**src/rtl/ticket_vend_ctrl.sv**
```systemverilog
// Ticket vending controller: accumulates coin credit, validates a one-hot
// ticket selection against a packed price table, dispenses for a fixed
// number of cycles, then pays change one hopper-gated coin per cycle.
// Also handles cancel/refund, a saturating sales total and a timed alarm.
module ticket_vend_ctrl #(
  parameter int unsigned                   N_TICKETS    = 4,
  parameter int unsigned                   CREDIT_W     = 8,
  parameter int unsigned                   SALES_W      = 16,
  parameter logic [N_TICKETS*CREDIT_W-1:0] PRICES       = {8'd20, 8'd15, 8'd10, 8'd5},
  parameter int unsigned                   MAX_CREDIT   = 99,
  parameter int unsigned                   VEND_CYCLES  = 4,
  parameter int unsigned                   ALARM_CYCLES = 8
) (
  input  logic                 clk,
  input  logic                 rst,
  input  logic                 coin_1,
  input  logic                 coin_5,
  input  logic                 coin_10,
  input  logic [N_TICKETS-1:0] ticket_sel,
  input  logic                 confirm,
  input  logic                 cancel,
  input  logic                 clear_sales,
  input  logic                 hopper_ready,
  output logic [CREDIT_W-1:0]  credit,
  output logic [SALES_W-1:0]   total_sales,
  output logic [N_TICKETS-1:0] ticket_out,
  output logic                 chg_1,
  output logic                 chg_5,
  output logic                 chg_10,
  output logic                 coin_reject,
  output logic                 alarm,
  output logic                 busy,
  output logic [2:0]           state
);

  localparam int unsigned ADD_W     = CREDIT_W + 5;
  localparam int unsigned SUM_W     = ((SALES_W > CREDIT_W) ? SALES_W : CREDIT_W) + 1;
  localparam int unsigned MAX_CNT   = (VEND_CYCLES > ALARM_CYCLES) ? VEND_CYCLES : ALARM_CYCLES;
  localparam int unsigned CNT_W     = (MAX_CNT > 1) ? $clog2(MAX_CNT) : 1;
  localparam int unsigned SEL_CNT_W = $clog2(N_TICKETS + 1);

  localparam logic [CNT_W-1:0] VEND_LAST  = CNT_W'(VEND_CYCLES - 1);
  localparam logic [CNT_W-1:0] ALARM_LAST = CNT_W'(ALARM_CYCLES - 1);

  typedef enum logic [2:0] {
    S_IDLE    = 3'd0,
    S_COLLECT = 3'd1,
    S_VEND    = 3'd2,
    S_CHANGE  = 3'd3,
    S_ALARM   = 3'd4
  } state_t;

  state_t               state_q;
  logic [CNT_W-1:0]     cnt_q;

  logic [4:0]           coin_sum;
  logic                 any_coin;
  logic [ADD_W-1:0]     credit_wide;
  logic [ADD_W-1:0]     credit_plus;
  logic                 coin_fits;

  logic [SEL_CNT_W-1:0] sel_count;
  logic [CREDIT_W-1:0]  sel_price;
  logic                 sale_ok;

  logic [SUM_W-1:0]     sales_base;
  logic [SUM_W-1:0]     sales_sum;
  logic [SALES_W-1:0]   sales_next;

  logic                 pick_10;
  logic                 pick_5;
  logic [CREDIT_W-1:0]  chg_val;

  assign state = state_q;

  // Coin value of this cycle and whether it fits under the credit ceiling
  assign coin_sum    = 5'(coin_1) + (coin_5 ? 5'd5 : 5'd0) + (coin_10 ? 5'd10 : 5'd0);
  assign any_coin    = coin_1 | coin_5 | coin_10;
  assign credit_wide = ADD_W'(credit);
  assign credit_plus = credit_wide + ADD_W'(coin_sum);
  assign coin_fits   = credit_plus <= ADD_W'(MAX_CREDIT);

  // Count selected bits and fetch the price of the (single) selected ticket
  always_comb begin
    sel_count = '0;
    sel_price = '0;
    for (int unsigned i = 0; i < N_TICKETS; i++) begin
      if (ticket_sel[i]) begin
        sel_count = sel_count + SEL_CNT_W'(1);
        sel_price = PRICES[i*CREDIT_W +: CREDIT_W];
      end
    end
  end

  assign sale_ok = (sel_count == SEL_CNT_W'(1)) && (credit >= sel_price);

  // A clear coinciding with a sale leaves exactly the sale price
  assign sales_base = clear_sales ? '0 : SUM_W'(total_sales);
  assign sales_sum  = sales_base + SUM_W'(sel_price);
  assign sales_next = (sales_sum > SUM_W'({SALES_W{1'b1}})) ? '1 : sales_sum[SALES_W-1:0];

  // Largest coin not exceeding the remaining credit
  assign pick_10 = credit_wide >= ADD_W'(10);
  assign pick_5  = credit_wide >= ADD_W'(5);
  assign chg_val = pick_10 ? CREDIT_W'(10) : (pick_5 ? CREDIT_W'(5) : CREDIT_W'(1));

  // Control FSM with all outputs registered
  always_ff @(posedge clk or posedge rst) begin
    if (rst) begin
      state_q     <= S_IDLE;
      cnt_q       <= '0;
      credit      <= '0;
      total_sales <= '0;
      ticket_out  <= '0;
      chg_1       <= 1'b0;
      chg_5       <= 1'b0;
      chg_10      <= 1'b0;
      coin_reject <= 1'b0;
      alarm       <= 1'b0;
      busy        <= 1'b0;
    end else begin
      coin_reject <= 1'b0;
      chg_1       <= 1'b0;
      chg_5       <= 1'b0;
      chg_10      <= 1'b0;

      if (clear_sales) begin
        total_sales <= '0;
      end

      case (state_q)
        S_IDLE, S_COLLECT: begin
          if (cancel) begin
            coin_reject <= any_coin;
            if (credit != '0) begin
              state_q <= S_CHANGE;
              busy    <= 1'b1;
            end
          end else if (confirm) begin
            coin_reject <= any_coin;
            cnt_q       <= '0;
            busy        <= 1'b1;
            if (sale_ok) begin
              credit      <= credit - sel_price;
              total_sales <= sales_next;
              ticket_out  <= ticket_sel;
              state_q     <= S_VEND;
            end else begin
              alarm   <= 1'b1;
              state_q <= S_ALARM;
            end
          end else if (any_coin) begin
            if (coin_fits) begin
              credit  <= credit_plus[CREDIT_W-1:0];
              state_q <= S_COLLECT;
            end else begin
              coin_reject <= 1'b1;
            end
          end
        end

        S_VEND: begin
          coin_reject <= any_coin;
          if (cnt_q == VEND_LAST) begin
            ticket_out <= '0;
            if (credit != '0) begin
              state_q <= S_CHANGE;
            end else begin
              state_q <= S_IDLE;
              busy    <= 1'b0;
            end
          end else begin
            cnt_q <= cnt_q + CNT_W'(1);
          end
        end

        S_CHANGE: begin
          coin_reject <= any_coin;
          if (credit == '0) begin
            state_q <= S_IDLE;
            busy    <= 1'b0;
          end else if (hopper_ready) begin
            chg_10 <= pick_10;
            chg_5  <= !pick_10 && pick_5;
            chg_1  <= !pick_10 && !pick_5;
            credit <= credit - chg_val;
            // Leave CHANGE on the same edge as the final coin
            if (credit == chg_val) begin
              state_q <= S_IDLE;
              busy    <= 1'b0;
            end
          end
        end

        S_ALARM: begin
          coin_reject <= any_coin;
          if (cnt_q == ALARM_LAST) begin
            alarm   <= 1'b0;
            busy    <= 1'b0;
            state_q <= (credit != '0) ? S_COLLECT : S_IDLE;
          end else begin
            cnt_q <= cnt_q + CNT_W'(1);
          end
        end

        default: begin
          state_q <= S_IDLE;
          busy    <= 1'b0;
        end
      endcase
    end
  end

endmodule

```
**config.mk**
```make
export PLATFORM = sky130hd
export DESIGN_NAME = ticket_vend_ctrl
export DESIGN_NICKNAME = d
export VERILOG_FILES = /design/src/rtl/ticket_vend_ctrl.sv
export SDC_FILE = /design/constraint.sdc
export NUM_CORES = 1
export LEC_CHECK = 0
export ABC_AREA = 1
export BUFFER_PORTS_ARGS = -buffer_cell sky130_fd_sc_hd__buf_2
export CAP_MARGIN = 20
export CORE_MARGIN = 2
export CORE_UTILIZATION = 53
export CTS_CLUSTER_DIAMETER = 80
export CTS_CLUSTER_SIZE = 30
export DETAILED_ROUTE_END_ITERATION = 7
export PLACE_DENSITY = 0.82
export RECOVER_POWER = 50
export SETUP_SLACK_MARGIN = 0.3
export SLEW_MARGIN = 20
export SYNTH_ARGS = -nofsm -noshare
export SYNTH_HDL_FRONTEND = slang
export SYNTH_SLANG_ARGS = --single-unit
```
**constraint.sdc**
```tcl
create_clock -name clk -period 2.2 [get_ports clk]
set_input_delay 0.22 -clock clk [delete_from_list [all_inputs] [get_ports clk]]
set_output_delay 0.22 -clock clk [all_outputs]
set_load 0.1 [all_outputs]
```
Yosys cells after proc, flatten, opt, wreduce, memory -nomap -nowiden
Index checks and enable logic that the tools add are counted.

cells by class
  add/sub/neg operators = 10
  multiplexer cells = 79
  $lt $le $gt $ge = 5
  equality and inequality tests = 28
  bitwise gates (word level) = 2
  reductions and logical operators = 20

operator list
  cell                    number
  $mux W16                7
  $mux W8                 10
  $mux W3                 21
  $mux W1                 27
  $mux W4                 6
  $ne A2 B2 Y1 const B    11
  $ne A3 B3 Y1 const B    7
  $reduce_and A7 Y1       3
  $add A16 B8 Y17         1
  $gt A17 B16 Y1 const B  1
  $pmux W8 S2             1
  $reduce_and A5 Y1       3
  $add A3 B1 Y3 const B   4
  $pmux W3 S4             1
  $add A8 B5 Y9           1
  $eq A3 B2 Y1 const B    3
  $le A9 B7 Y1 const B    1
  $pmux W3 S3             1
  $eq A8 B4 Y1            1
  $ge A8 B3 Y1 const B    1
  $ge A8 B4 Y1 const B    1
  $ge A8 B8 Y1            1
  $logic_not A8 Y1        1
  $ne A4 B4 Y1 const B    2
  other kinds (19)        28

storage, ports and cells
  bits of input ports = 13
  flip-flop bits (word level) = 40
  output and inout bits = 37
  logic and storage cells = 155

Longest topological paths before layout
  word-level depth = 13
  depth in mapped cells = 18

Worst setup path after synthesis
Ideal clock, no wire load.

  kind = flip-flop to flip-flop
  start point = register credit[4]
  end point = register credit[7]
  setup time = 0.065 ns
  slack = -0.862 ns
  clock period less this slack = 3.062 ns
  stages on the path, launching flop included = 19
  arrival = 2.997 ns
  path through = dfrtp_1 -> buf_2 -> nor2_2 -> nand2_1 -> inv_1 -> nand2_1 -> inv_1 -> nand2_1 -> ha_1 -> a21oi_1 -> nand2_1 -> nand2_1 -> nand2_1 -> nor3_1 -> xor2_1 -> nor2_1 -> nor2_1 -> nand2_1 -> nand2_1

on the way
  cells in the longest elaborated chain, start to end = 7
  elaborated cells on any way between the ends = 23

RTL lines
  item                    line  source
  from (decl)             24    output logic [CREDIT_W-1:0] credit,
  from (signal assigned)  144   credit <= credit - sel_price;
  from (signal assigned)  154   credit <= credit_plus[CREDIT_W-1:0];
  from (signal assigned)  186   credit <= credit - chg_val;
  $ge A8 B3 Y1            104   assign pick_5 = credit_wide >= ADD_W'(5);
  $mux W3                 105   assign chg_val = pick_10 ? CREDIT_W'(10) : (pick_5 ? CREDIT_W'(5) : CREDIT_W'(1));
  $mux W4                 105
  $sub A8 B4 Y8           186
  $mux W8                 182   end else if (hopper_ready) begin
  $mux W8                 179   if (credit == '0) begin
  $pmux W8 S2             131   case (state_q)

Several ways; a longest one is shown, not always the timed one. The select of a mux whose other input is x is not followed.
A chain may end at the register's enable or synchronous reset.

Final worst setup path
  start point = register credit[1]
  end point = register total_sales[2]

on the way
  cells in the longest elaborated chain, start to end = 6

RTL lines
  item                  line  source
  $ge A8 B8 Y1          95    assign sale_ok = (sel_count == SEL_CNT_W'(1)) && (credit >= sel_price);
  $logic_and A1 B1 Y1   95
  $mux W16              143   if (sale_ok) begin
  $mux W16              139   end else if (confirm) begin
  $mux W16              133   if (cancel) begin
  $mux W16              131
  to (signal assigned)  145   total_sales <= sales_next;
  to (decl)             25    output logic [SALES_W-1:0] total_sales,

Every way passes these cells.

==> qor.csv <==
metric,value,unit
vias_per_cell,5.69,
slew_viol_final,0,
yosysSeqAreaShare,26.4,%
diodes,0,
drive_gt1_share,44.3,%
synth_seq_cells,40,
dpl.hpwl,8260,um
portBuffers,49,
path_clk_slew,90,ps
hold_end,chg_5$_DFF_PP0_,
finalCriticalPeriod,2320,ps
worstMarginPinSlew,1190,ps
clock_latency,310,ps
htree_levels,2,
fin_area,0.00564,sq mm
ir_worst_vdd,0.00144,V
start_util,55.2,%
place.gp.congestion,0.977,
clockRootBuffer,clkbuf_8,
synth_edf_count,0,
cts_tree,built,
cts_inserted_buffers,5,
worstSetupPathType,flip-flop to flip-flop,
slew_headroom,21.2,%
grt_pass1_wl,19800,um
maxCapViolCount,0,
wl_per_cell,17.5,um
violations,negative setup slack,
nNetsFinal,736,
mappedNetlistNets,605,
grt-ovfl-total,0,
synth_area,0.00379,sq mm
hp-class,input pin to flip-flop,
chipWidth,88.6,um
r2r_end,total_sales[2]$_DFF_PP0_,
rows,30,
routed_wl,13800,um
fin_crit_sh,106,%
first_pass_iters,6,
core_area,0.00687,sq mm
holdPathStages,3,
setup_slack,-122,ps
cts_buffer_depth,2,
powerDensity,1400,mW/mm^2
io_pins,50,
fin_hold_ws,180,ps
status,finished with violations,
arrival,2520,ps
synthArstFlopShare,100,%
critPathLaunchType,flip-flop,
numClockSinks,40,
groute.usage.overall,32.5,%
drc,0,
hp-start,hopper_ready,
setup_viol,19,
path_max_fanout,7,
critical_path.endpoint_type,flip-flop,
reg2regPathDepth,12,
yosysWarnings,0,
grt_max_degree,41,
skew,14.7,ps
drt_iter0_drc,416,
leakage,2.86,nW
die_area,0.00785,sq mm
cp.required,2400,ps
placed_cell_area,0.00476,sq mm
first_global_vias,4227,
yosysUniqueCellTypes,44,
fmax,0.431,GHz
grt_setup_unrepaired,yes,
rrSetupSlack,-120,ps
hold_violations,0,
synth_top_flop_cell,dfrtp_1,
syn_avg_cell_area,6.74,sq um
syn-instance-count,563,
r2r_start,credit[1]$_DFFE_PP0P_,
vias,4497,
die_y,88.6,um
ant_nets,0,
syn2layout_area_growth,48.7,%
antenna_found_initial,0,
==> Yosys cell counts, types with 2 or more instances <==
master / count / area, sq um
a21o_1: 3 / 22.5
a21oi_1: 19 / 95.1
buf_2: 2 / 10.0
clkbuf_1: 4 / 15.0
dfrtp_1: 40 / 1000
fa_1: 5 / 100
ha_1: 24 / 300
inv_1: 87 / 327
inv_2: 6 / 22.5
mux2i_1: 3 / 30.0
nand2_1: 165 / 619
nand2_2: 3 / 18.8
nand2_4: 3 / 33.8
nand3_1: 54 / 270
nand3_2: 4 / 40.0
nand3b_1: 2 / 15.0
nand4_1: 13 / 81.3
nor2_1: 47 / 176
nor2_2: 6 / 37.5
nor2_4: 6 / 67.6
nor3_1: 7 / 35.0
o21ai_0: 18 / 90.1
o21ai_1: 3 / 15.0
o21ai_2: 7 / 61.3
o22ai_1: 3 / 18.8
xnor2_1: 2 / 17.5
xor2_1: 10 / 87.6
==> power by group <==
part	internal, mW	total [mW]	switching (mW)
clock network	0.454	0.745	0.291
registers	0.960	1.18	0.218
logic	2.13	5.95	3.82
total	3.54	7.87	4.33
==> final cells by class <==
type | count | area [sq um]
tap | 96 | 120
multi-input combinational | 420 | 3000
fill | 421 | 1230
clock buffer | 6 | 72.6
timing repair buffer | 133 | 972
clock inverter | 2 | 60.1
sequential | 40 | 1040
inverter | 94 | 377
==> layer usage <==
metal,vias to the layer above,GRT usage (%),part of all wire (%)
met3,78,6.25,7.1
met1,2095,38.1,37
met2,263,57.6,50
met4,0,13.9,5.5
met5,-,0,0
li1,2061,-,-
==> through the flow <==
stage               total power, mW  setup slack, ps  TNS, ps  std cells  util, %
finish                         7.87             -122    -1060        791     82.1
global route                   8.31             -194    -3420        791     82.1
CTS                            7.29            -65.8     -437        779     77.4
detailed placement             6.05             -160    -3270        755     69.3
global placement               5.93            -78.5    -1300        755     69.3
floorplan                      4.76             -230    -1620        563        -
==> cell families (layout without fill, tap and decap cells) <==
| kind of cell | count (synthesis) | in the layout | synth area share [%] |
|---|---|---|---|
| AO/OA/AOI/OAI | 61 | 61 | 9.93 |
| XOR/XNOR | 12 | 12 | 2.77 |
| adder cells (fa/ha/maj) | 29 | 29 | 10.6 |
| buffers and inverters | 103 | 235 | 10.9 |
| flip-flops | 40 | 40 | 26.4 |
| multiplexers | 3 | 3 | 0.792 |
| AND/OR/NAND/NOR | 315 | 315 | 38.7 |
==> state kept, by name, summed over array words and instances (netlist names) <==
| signal | flops |
|---|---|
| alarm | 1 |
| busy | 1 |
| chg_1 | 1 |
| chg_10 | 1 |
| chg_5 | 1 |
| cnt_q | 3 |
| coin_reject | 1 |
| credit | 8 |
| state | 3 |
| ticket_out | 4 |
| total_sales | 16 |
==> cells in the final DEF, fill, tap and decap left out, drive strengths merged, types with 2 or more instances in the layout <==
cell,n
nor2,59
o21ai,28
nand3b,2
a21oi,21
inv,92
a21o,3
nand2,171
xor2,10
ha,24
mux2i,3
buf,127
nand3,59
o22ai,3
fa,5
dfrtp,40
nand4,14
xnor2,2
bufinv,2
clkbuf,12
nor3,8
==> timing repair <==
| item | CTS | global route |
|---|---|---|
| cloned | 1 | 0 |
| resized for setup | 72 | 56 |
| endpoints found under the setup margin | 34 | 37 |
| buffers inserted | 15 | 12 |
| pin swaps | 54 | 25 |
| hold buffers | 0 | 0 |
==> how the worst max path moves through the flow <==
stage                     depth (start not counted)  slack [ps]                  endpoint                  start
after floorplan                                  18        -230     credit[7]$_DFFE_PP0P_  credit[6]$_DFFE_PP0P_
after global placement                           13         -80  total_sales[8]$_DFF_PP0_          ticket_sel[1]
after detailed placement                         14        -160  total_sales[9]$_DFF_PP0_          ticket_sel[1]
after CTS                                        16         -70     credit[7]$_DFFE_PP0P_  credit[0]$_DFFE_PP0P_
after global routing                             16        -190     credit[7]$_DFFE_PP0P_  credit[1]$_DFFE_PP0P_
final                                            12        -120  total_sales[2]$_DFF_PP0_  credit[1]$_DFFE_PP0P_
==> critical path: stages (launching register included) <==
cell and delay [ps]:
dfrtp_4 480, inv_2 60, buf_6 120, buf_6 120, fa_2 400, inv_2 90, nand3_4 80, nand3_4 120
nand3_4 180, buf_6 180, buf_6 100, nor3b_2 220, a21oi_2 60
(Power assumes the default switching activity.)
